[src/rtl/tfhe_pu_sched_pkg.sv]
// Shared types and constants for the TFHE PU job scheduler.
package tfhe_pu_sched_pkg;

  typedef enum logic [1:0] {
    StIdle,
    StIssue,
    StWaitDone,
    StError
  } sched_state_e;

  localparam int unsigned DescOpW   = 2;
  localparam int unsigned DescAddrW = 32;

  localparam logic [DescOpW-1:0] OP_PBS    = 2'd0;
  localparam logic [DescOpW-1:0] OP_KS     = 2'd1;
  localparam logic [DescOpW-1:0] OP_PBS_KS = 2'd2;
  localparam logic [DescOpW-1:0] OP_RSVD   = 2'd3;

  typedef struct packed {
    logic [DescOpW-1:0]   op;
    logic [DescAddrW-1:0] addr;
  } job_desc_t;

  localparam int unsigned LedBusy     = 0;
  localparam int unsigned LedFifoFull = 1;
  localparam int unsigned LedTimeout  = 2;
  localparam int unsigned LedDoneLsb  = 3;
  localparam int unsigned LedDoneW    = 5;

endpackage

[src/rtl/tfhe_pu_job_fifo.sv]
// Synchronous job-descriptor FIFO with occupancy count and full/empty flags.
module tfhe_pu_job_fifo #(
  parameter int unsigned Depth = 4,
  parameter int unsigned Width = 34
) (
  input  logic                   clk_i,
  input  logic                   rst_ni,
  input  logic                   push_i,
  input  logic [Width-1:0]       wdata_i,
  input  logic                   pop_i,
  output logic [Width-1:0]       rdata_o,
  output logic [$clog2(Depth):0] count_o,
  output logic                   full_o,
  output logic                   empty_o
);

  localparam int unsigned PtrW = $clog2(Depth);
  localparam int unsigned CntW = PtrW + 1;

  logic [Width-1:0] mem_q [Depth];
  logic [PtrW-1:0]  wr_ptr_q, wr_ptr_d;
  logic [PtrW-1:0]  rd_ptr_q, rd_ptr_d;
  logic [CntW-1:0]  count_q, count_d;
  logic             do_push, do_pop;

  assign full_o  = (count_q == CntW'(Depth));
  assign empty_o = (count_q == '0);
  assign count_o = count_q;
  assign rdata_o = mem_q[rd_ptr_q];

  assign do_push = push_i && !full_o;
  assign do_pop  = pop_i && !empty_o;

  // Depth is a power of two, so pointer overflow is the modulo wrap.
  always_comb begin
    wr_ptr_d = wr_ptr_q;
    rd_ptr_d = rd_ptr_q;
    count_d  = count_q;
    if (do_push) begin
      wr_ptr_d = wr_ptr_q + 1'b1;
    end
    if (do_pop) begin
      rd_ptr_d = rd_ptr_q + 1'b1;
    end
    if (do_push && !do_pop) begin
      count_d = count_q + 1'b1;
    end else if (!do_push && do_pop) begin
      count_d = count_q - 1'b1;
    end
  end

  always_ff @(posedge clk_i or negedge rst_ni) begin
    if (!rst_ni) begin
      wr_ptr_q <= '0;
      rd_ptr_q <= '0;
      count_q  <= '0;
    end else begin
      wr_ptr_q <= wr_ptr_d;
      rd_ptr_q <= rd_ptr_d;
      count_q  <= count_d;
    end
  end

  always_ff @(posedge clk_i) begin
    if (do_push) begin
      mem_q[wr_ptr_q] <= wdata_i;
    end
  end

endmodule

[src/rtl/tfhe_pu_job_scheduler.sv]
// Host-to-PU job scheduler: queues descriptors, issues them one at a time,
// watches for completion or a hung PU, and publishes status/LEDs.
module tfhe_pu_job_scheduler
  import tfhe_pu_sched_pkg::*;
#(
  parameter int unsigned ADDR_W         = DescAddrW,
  parameter int unsigned OP_W           = DescOpW,
  parameter int unsigned DEPTH          = 4,
  parameter int unsigned TIMEOUT_CYCLES = 32'd1 << 20
) (
  input  logic                   clk,
  input  logic                   reset_n,
  input  logic                   host_cmd_valid,
  output logic                   host_cmd_ready,
  input  logic [OP_W-1:0]        host_cmd_op,
  input  logic [ADDR_W-1:0]      host_cmd_addr,
  output logic                   pu_start,
  output logic [OP_W-1:0]        pu_op,
  output logic [ADDR_W-1:0]      pu_addr,
  input  logic                   pu_done,
  input  logic                   err_clear,
  output logic                   irq_done,
  output logic                   status_busy,
  output logic                   status_timeout,
  output logic [$clog2(DEPTH):0] status_fifo_level,
  output logic [15:0]            status_done_cnt,
  output logic [7:0]             leds
);

  localparam int unsigned TimerW = (TIMEOUT_CYCLES > 1) ? $clog2(TIMEOUT_CYCLES) : 1;
  localparam logic [TimerW-1:0] TimerMax = TimerW'(TIMEOUT_CYCLES - 1);

  sched_state_e      state_q, state_d;
  logic [TimerW-1:0] timer_q, timer_d;
  logic              timeout_q, timeout_d;
  logic [OP_W-1:0]   pu_op_q, pu_op_d;
  logic [ADDR_W-1:0] pu_addr_q, pu_addr_d;
  logic [15:0]       done_cnt_q;
  logic              irq_q;
  logic              rdy_q;
  logic              done_evt;

  job_desc_t push_desc, head_desc;
  logic      fifo_push, fifo_pop, fifo_full, fifo_empty;

  // Ready stays low while in reset and rises on the first edge after release.
  assign host_cmd_ready = rdy_q && !fifo_full;
  assign fifo_push      = host_cmd_valid && host_cmd_ready && (host_cmd_op != OP_RSVD);

  always_comb begin
    push_desc      = '0;
    push_desc.op   = host_cmd_op;
    push_desc.addr = host_cmd_addr;
  end

  tfhe_pu_job_fifo #(
    .Depth (DEPTH),
    .Width ($bits(job_desc_t))
  ) u_job_fifo (
    .clk_i   (clk),
    .rst_ni  (reset_n),
    .push_i  (fifo_push),
    .wdata_i (push_desc),
    .pop_i   (fifo_pop),
    .rdata_o (head_desc),
    .count_o (status_fifo_level),
    .full_o  (fifo_full),
    .empty_o (fifo_empty)
  );

  // The head is popped on the IDLE->ISSUE edge so pu_op/pu_addr are already
  // valid during the ISSUE cycle that drives pu_start.
  always_comb begin
    state_d   = state_q;
    timer_d   = timer_q;
    timeout_d = timeout_q;
    fifo_pop  = 1'b0;
    done_evt  = 1'b0;
    pu_op_d   = pu_op_q;
    pu_addr_d = pu_addr_q;
    case (state_q)
      StIdle: begin
        if (!fifo_empty) begin
          state_d   = StIssue;
          fifo_pop  = 1'b1;
          pu_op_d   = head_desc.op;
          pu_addr_d = head_desc.addr;
        end
      end
      StIssue: begin
        state_d = StWaitDone;
        timer_d = '0;
      end
      StWaitDone: begin
        if (pu_done) begin
          state_d  = StIdle;
          done_evt = 1'b1;
        end else if (timer_q == TimerMax) begin
          state_d   = StError;
          timeout_d = 1'b1;
        end else begin
          timer_d = timer_q + 1'b1;
        end
      end
      StError: begin
        if (err_clear) begin
          state_d   = StIdle;
          timeout_d = 1'b0;
        end
      end
      default: state_d = StIdle;
    endcase
  end

  always_ff @(posedge clk or negedge reset_n) begin
    if (!reset_n) begin
      state_q    <= StIdle;
      timer_q    <= '0;
      timeout_q  <= 1'b0;
      pu_op_q    <= '0;
      pu_addr_q  <= '0;
      done_cnt_q <= '0;
      irq_q      <= 1'b0;
      rdy_q      <= 1'b0;
    end else begin
      state_q   <= state_d;
      timer_q   <= timer_d;
      timeout_q <= timeout_d;
      pu_op_q   <= pu_op_d;
      pu_addr_q <= pu_addr_d;
      irq_q     <= done_evt;
      rdy_q     <= 1'b1;
      if (done_evt) begin
        done_cnt_q <= done_cnt_q + 16'd1;
      end
    end
  end

  assign pu_start        = (state_q == StIssue);
  assign pu_op           = pu_op_q;
  assign pu_addr         = pu_addr_q;
  assign irq_done        = irq_q;
  assign status_busy     = (state_q == StIssue) || (state_q == StWaitDone);
  assign status_timeout  = timeout_q;
  assign status_done_cnt = done_cnt_q;

  always_comb begin
    leds                            = '0;
    leds[LedBusy]                   = status_busy;
    leds[LedFifoFull]               = fifo_full;
    leds[LedTimeout]                = timeout_q;
    leds[LedDoneLsb +: LedDoneW]    = done_cnt_q[LedDoneW-1:0];
  end

endmodule

[config.mk]
export PLATFORM = sky130hd
export DESIGN_NAME = tfhe_pu_job_scheduler
export DESIGN_NICKNAME = d
export VERILOG_FILES = /design/src/rtl/tfhe_pu_sched_pkg.sv /design/src/rtl/tfhe_pu_job_fifo.sv /design/src/rtl/tfhe_pu_job_scheduler.sv
export SDC_FILE = /design/constraint.sdc
export NUM_CORES = 1
export LEC_CHECK = 0
export ABC_CLOCK_PERIOD_IN_PS = 2400
export BUFFER_PORTS_ARGS = -buffer_cell sky130_fd_sc_hd__clkbuf_2
export CORE_ASPECT_RATIO = 0.7
export CORE_MARGIN = 4
export CORE_UTILIZATION = 25
export CTS_CLUSTER_SIZE = 30
export DETAILED_ROUTE_END_ITERATION = 10
export GPL_ROUTABILITY_DRIVEN = 0
export PLACE_DENSITY = 0.54
export REMOVE_ABC_BUFFERS = 1
export SLEW_MARGIN = 20
export SYNTH_ARGS = -nofsm -noshare
export SYNTH_HDL_FRONTEND = slang
export SYNTH_SLANG_ARGS = --single-unit
[constraint.sdc]
create_clock -name clk -period 2.4 [get_ports clk]
set_input_delay 0.24 -clock clk [delete_from_list [all_inputs] [get_ports clk]]
set_output_delay 0.24 -clock clk [all_outputs]
set_load 0.005 [all_outputs]
[Word level (Yosys, flattened, before mapping)]
Memories as Yosys holds them, arrays and structs flattened. A register that Yosys moved wholly into a read port is not among the register bits.
Index checks and enable logic that the tools add are counted.
Widths: inputs -> output; s select.
Word-level totals
  flip-flop bits (word level): 48
  word-level logic and storage cells: 71
  memories kept: 1
  input bits: 39
  memory bits (writable): 136
  output and inout bits: 66
Cells by class
  add/sub/neg operators: 6
  muxes and demuxes: 20
  equality and inequality tests: 12
  reduce and logical (&&, ||, !) cells: 22
  bitwise logic cells: 1
Memory list
  u_job_fifo.mem_q: depth 4, width 34, read ports 1, clocked after memory_dff 1, write ports 1, RTL line tfhe_pu_job_fifo.sv:20  | logic [Width-1:0] mem_q [Depth];
Operators by type and width (number)
  $mux 20: 2
  $pmux 20 s2: 1
  $add 20x1->20 const B: 1
  $eq 20x20->1 const B: 1
  $add 16x1->16 const B: 1
  $ne 2x2->1 const B: 6
  $mux 1: 9
  $mux 2: 4
  $pmux 2 s4: 1
  $logic_and 1x1->1: 7
  $mux 3: 2
  $reduce_and 3->1: 2
  $reduce_bool 2->1: 3
  $logic_not 1->1: 5
  $add 2x1->2 const B: 2
  $eq 2x2->1 const B: 2
  $reduce_and 4->1: 1
  $add 3x1->3 const B: 1
  $eq 3x3->1 const B: 1
  $logic_not 3->1: 1
  $ne 3x3->1 const B: 1
  $sub 3x1->3 const B: 1
  $eq 2x1->1 const B: 1
  $logic_not 2->1: 1
  4 further kinds: 4

[Depth between registers and ports, before layout]
  depth after elaboration: 10
  mapped depth: 11
  mapped depth without buffers: 9

[Hierarchy]
A second synthesis with hierarchy kept.
Second synthesis, totals
  cells, all modules: 506
  area, all modules: 8871.0 um^2
By module, submodules not included
  tfhe_pu_job_fifo: cells an instance 215, instances 1, area an instance 5373.9 um^2, seq. area each 4259.1 um^2
  tfhe_pu_job_scheduler: cells an instance 291, instances 1, area an instance 3497.1 um^2, seq. area each 1876.8 um^2

[Worst setup path before layout]
OpenSTA, ideal clock, no wires.
  path type: reg-to-reg
  from: reg u_job_fifo.count_q[2] (netlist: u_job_fifo.count_o[2])
  to: mem u_job_fifo.mem_q[0][0], enable pin
  buffers on the path: 1
  arrival time: 1.964 ns
  period minus slack after synthesis: 2.359 ns
  setup time: 0.394 ns
  stages on the path, launching flop included: 6
  slack: 0.041 ns
  data required time: 2.006 ns
  cell sequence: dfrtp_1 > nor3b_1 > nor2b_1 > and3_1 > clkbuf_1 > and2_1
Between the ends
  longest elaborated chain between the ends: 8
Ends and longest elaborated chain
  start, declared: RTL line tfhe_pu_job_fifo.sv:23  | logic [CntW-1:0] count_q, count_d;
  start signal, assigned: RTL line tfhe_pu_job_fifo.sv:60  | count_q <= count_d;
  $eq 3x3->1: RTL line tfhe_pu_job_fifo.sv:26  | assign full_o = (count_q == CntW'(Depth));
  named net fifo_full: RTL line tfhe_pu_job_scheduler.sv:44  | logic fifo_push, fifo_pop, fifo_full, fifo_empty;
  $logic_not 1->1: RTL line tfhe_pu_job_scheduler.sv:47  | assign host_cmd_ready = rdy_q && !fifo_full;
  $logic_and 1x1->1: RTL line tfhe_pu_job_scheduler.sv:47
  named net host_cmd_ready: RTL line tfhe_pu_job_scheduler.sv:14  | output logic host_cmd_ready,
  $logic_and 1x1->1 (2 in a row): RTL line tfhe_pu_job_scheduler.sv:48  | assign fifo_push = host_cmd_valid && host_cmd_ready && (host_cmd_op != OP_RSVD);
  $logic_and 1x1->1: RTL line tfhe_pu_job_fifo.sv:31  | assign do_push = push_i && !full_o;
  named net u_job_fifo.do_push: RTL line tfhe_pu_job_fifo.sv:24  | logic do_push, do_pop;
  $mux 1: RTL line tfhe_pu_job_fifo.sv:65  | if (do_push) begin
  $mux 1 (not written as such): RTL line tfhe_pu_job_fifo.sv:66  | mem_q[wr_ptr_q] <= wdata_i;
  end, declared: RTL line tfhe_pu_job_fifo.sv:20
The timed path passes the listed nets, and every way through them passes these cells.

[Worst setup path after layout]
  from: reg u_job_fifo.count_q[2] (netlist: u_job_fifo.count_o[2])
  to: reg u_job_fifo.count_q[2] (netlist: u_job_fifo.count_o[2])
Between the ends
  longest elaborated chain between the ends: 9
  elaborated cells on any way between the ends: 20
  those cells by class: 2 x add/sub; 1 x eq/ne; 4 x mux; 13 x reduce/logical
Ends and longest elaborated chain
  $eq 3x3->1: RTL line tfhe_pu_job_fifo.sv:26
  $logic_not 1->1: RTL line tfhe_pu_job_fifo.sv:31, tfhe_pu_job_scheduler.sv:47
  $logic_and 1x1->1: RTL line tfhe_pu_job_scheduler.sv:47
  $logic_and 1x1->1 (2 in a row): RTL line tfhe_pu_job_scheduler.sv:48
  $logic_and 1x1->1: RTL line tfhe_pu_job_fifo.sv:31
  $logic_not 1->1: RTL line tfhe_pu_job_fifo.sv:47  | end else if (!do_push && do_pop) begin
  $logic_and 1x1->1: RTL line tfhe_pu_job_fifo.sv:47
  $reduce_bool 2->1 (no source line)
Several ways; a longest one is shown, not always the timed one. The select of a mux whose other input is x is not followed.
A chain may end at the register's enable or synchronous reset.

==> results.yml <==
timing:
  hold_viol_final: 0
  drv_slew: 0
  timing.final.crit_share_pct: 93.4
  worst_pin_slew_ns: 0.747
  clock_skew_ns: 0.0121
  clock.fmax_mhz: 446
  rsz0062_at_grt: "no"
  fin_crit_ns: 2.24
  setup_tns_ns: 0
  setup_slack_ns: 0.157
  relSlewSlack_pct: 50.2
  setup_viol: 0
clocking:
  h-tree-depth: 1
  clk_latency_ns: 0.52
  clkTransAtPathRegs_ns: 0.06
  clockBufferDepth: 3
  clock-sinks: 218
  cts_root_buf: "clkbuf_16"
  cts_tree: "built"
  post_cts_buffers: 0
  numCtsBuffers: 25
worst_setup_path:
  crit_fanout: 4
  worst-setup-path-type: "flip-flop to flip-flop"
  cp.arrival_ns: 2.67
  cp.required_ns: 2.83
  cp-start-kind: "flip-flop"
  endpoint_kind: "flip-flop"
place:
  dp_hpwl_um: 13100
  dp_slack_ns: 0.0685
  place.port_buffers: 104
power:
  p_leak_nw: 4.24
  p_total_mw: 12.3
  cellPowerDensity_nw_per_um2: 1080
  vdd_ir_drop_max_mv: 0.500
synthesis:
  ys_types: 54
  seq_area_frac_synth_pct: 68.5
  synth_ff_type: "edfxtp_1"
  synth-seq-cells: 218
  syn_avg_cell_area_um2: 16.4
  syn_inst: 545
  async_reset_ff_share_pct: 37.6
  synth_edf_count: 136
  yosysWarnings: 0
  synth.cell_area_um2: 8960
finish:
  area_delta_synth_final_pct: 26.5
  final_nets: 758
  drive_gt1_share_pct: 35.3
  fill_cells: 3419
  fin_util_pct: 32.4
status:
  status: "complete, no violations"
floorplanning:
  ios: 105
  dieArea_um2: 39000
  fp.dieH_um: 166
  row_count: 57
  core_um2: 35000
  fp.dieW_um: 234
  initial_core_util_pct: 25.6
routing:
  viasPerCell: 4.30
  drt_iter0_drc: 310
  wire_per_inst_um: 17.1
  routed_wl_um: 20400
  drtAntennaViolNets: 0
  drc: 0
  vias: 5161
  drt_pass1_iterations: 6
grt:
  grt_max_degree: 37
  overflow: 0
  grt_pass1_vias: 5413
  grt_pass1_wl_um: 32800
  grt_util_all_layers_pct: 10.6
  antenna_found_initial: 2
min_path:
  hold_class: "primary input to flip-flop"
flow_run:
  drv_cap: 0
==> synthesized netlist by cell type (3+ instances only) <==
| cell | number | area share [%] |
|---|---|---|
| dfrtp_1 | 82 | 23 |
| a211oi_1 | 4 | 0.34 |
| and3_1 | 5 | 0.35 |
| a31oi_1 | 5 | 0.35 |
| xnor2_1 | 14 | 1.4 |
| clkbuf_1 | 12 | 0.50 |
| buf_2 | 10 | 0.56 |
| nand4_1 | 10 | 0.70 |
| nor4_1 | 5 | 0.35 |
| nor2b_1 | 4 | 0.28 |
| mux4_2 | 34 | 8.5 |
| o22ai_1 | 3 | 0.21 |
| ha_1 | 12 | 1.7 |
| and2_1 | 6 | 0.42 |
| inv_1 | 13 | 0.54 |
| nor3_1 | 9 | 0.50 |
| o21ai_0 | 6 | 0.34 |
| a21oi_1 | 10 | 0.56 |
| a2111oi_0 | 3 | 0.29 |
| buf_4 | 8 | 0.67 |
| nand3_1 | 16 | 0.89 |
| edfxtp_1 | 136 | 46 |
| nor3b_1 | 5 | 0.42 |
| and4_1 | 4 | 0.39 |
| mux2_2 | 37 | 4.7 |
| a311oi_1 | 3 | 0.29 |
| xor2_1 | 7 | 0.68 |
| o211ai_1 | 5 | 0.42 |
| nand2_1 | 30 | 1.3 |
| nor2_1 | 14 | 0.59 |
==> cells in the final DEF, fill, tap and decap left out, types with 3 or more instances in the layout <==
master	n
dfrtp_1	80
clkbuf_8	3
o22ai_1	3
nor3_1	9
clkbuf_16	25
a31oi_1	5
xor2_1	7
and2_2	3
buf_12	3
clkinv_1	4
clkinv_4	3
and4_1	4
nand4_1	10
inv_1	13
buf_4	23
nand2_1	30
nor4_1	5
nor3b_1	5
a211oi_1	4
a2111oi_0	3
a21oi_1	10
nor2b_1	4
xnor2_1	14
o211ai_1	5
mux2_2	37
edfxtp_1	136
ha_1	12
clkinv_2	3
o21ai_0	6
dlygate4sd3_1	35
mux4_2	34
nor2_1	14
clkbuf_2	103
clkbuf_1	4
and3_1	5
nand3_1	16
==> final cells by class <==
| type | instances | area, µm² | share of cell area, % |
|---|---|---|---|
| Clock inverter | 14 | 133 | 1.17 |
| Inverter | 13 | 48.8 | 0.431 |
| Multi-Input combinational cell | 284 | 2630 | 23.2 |
| Timing Repair Buffer | 164 | 1100 | 9.70 |
| Tap cell | 472 | 591 | 5.21 |
| Clock buffer | 32 | 682 | 6.02 |
| Sequential cell | 218 | 6140 | 54.2 |
| Antenna cell | 2 | 5.00 | 0.0442 |
==> timing repair <==
action | in CTS | in global routing
hold buffers | 34 | 1
resized for setup | 0 | 2
hold endpoints to repair | 159 | 1
endpoints found under the setup margin | 0 | 35
==> metrics by stage <==
stage | instance area [µm²] | instances | hold slack (ns)
2_1_floorplan | 8800 | 515 | -0.0556
3_3_place_gp | 10200 | 1116 | 0.266
3_5_place_dp | 10200 | 1116 | 0.267
4_1_cts | 11300 | 1196 | 0.00369
5_1_grt | 11300 | 1199 | 0.111
6_report | 11300 | 1199 | 0.120
==> worst max-delay path, cell delays in order, from the launching register on <==
cell and delay (ns):
dfrtp_1 0.42, nor3b_1 0.17, nor2b_1 0.19, and3_1 0.26, ha_1 0.20, inv_1 0.06, fa_1 0.37, xor2_1 0.17
nor2_1 0.15, xor2_1 0.17
==> per-layer routing <==
layer / track usage, % / vias up / share of wire [%] / wire length (µm)
met4: 2.17 / 0 / 1.5 / 310
met1: 15.3 / 2595 / 48 / 9800
li1: - / 2438 / - / -
met5: 0 / - / 0 / 0
met3: 2.40 / 27 / 4.9 / 1000
met2: 16.2 / 101 / 46 / 9330
==> power by group <==
part | leakage [nW] | switching (mW) | total (mW) | internal [mW]
combinational | 1.58 | 1.72 | 3.51 | 1.80
sequential | 2.27 | 0.387 | 5.04 | 4.65
clock | 0.398 | 1.50 | 3.72 | 2.23
total | 4.24 | 3.60 | 12.3 | 8.67
==> cells by family after synthesis <==
| kind of cell | synth area share (%) |
|---|---|
| other | 0.0419 |
| and+or+nand+nor | 7.50 |
| buffers and inverters | 2.28 |
| xor gates and xnor gates | 2.05 |
| muxes | 13.2 |
| DFF | 68.5 |
| adders and majority gates | 1.90 |
| AOI/OAI and AO/OA | 4.53 |
==> path summary, 6_finish.rpt <==
check | cells after the start | endpoint | slack [ns] | startpoint
max in group asynchronous | 3 | pu_op[0]$_DFFE_PN0P_ | 1.43 | reset_n
min in group asynchronous | 2 | pu_op[1]$_DFFE_PN0P_ | 0.27 | reset_n
setup reg to reg | 9 | u_job_fifo.count_o[2]$_DFFE_PN0P_ | 0.16 | u_job_fifo.count_o[2]$_DFFE_PN0P_
hold / removal | 4 | status_timeout$_DFFE_PN0P_ | 0.12 | err_clear
setup / recovery | 9 | u_job_fifo.count_o[2]$_DFFE_PN0P_ | 0.16 | u_job_fifo.count_o[2]$_DFFE_PN0P_
hold reg to reg | 1 | status_done_cnt[15]$_DFFE_PN0P_ | 0.48 | status_done_cnt[15]$_DFFE_PN0P_
==> registers in the layout, summed over array words and instances (netlist names) <==
signal               count
timer_q                 20
pu_addr                 32
u_job_fifo.rd_ptr_q      2
u_job_fifo.count_o       3
state_q                  2
status_done_cnt         16
u_job_fifo.mem_q       136
pu_op                    2
rdy_q                    1
u_job_fifo.wr_ptr_q      2
status_timeout           1
irq_done                 1
Note: power is estimated with default switching activity, not from simulation.
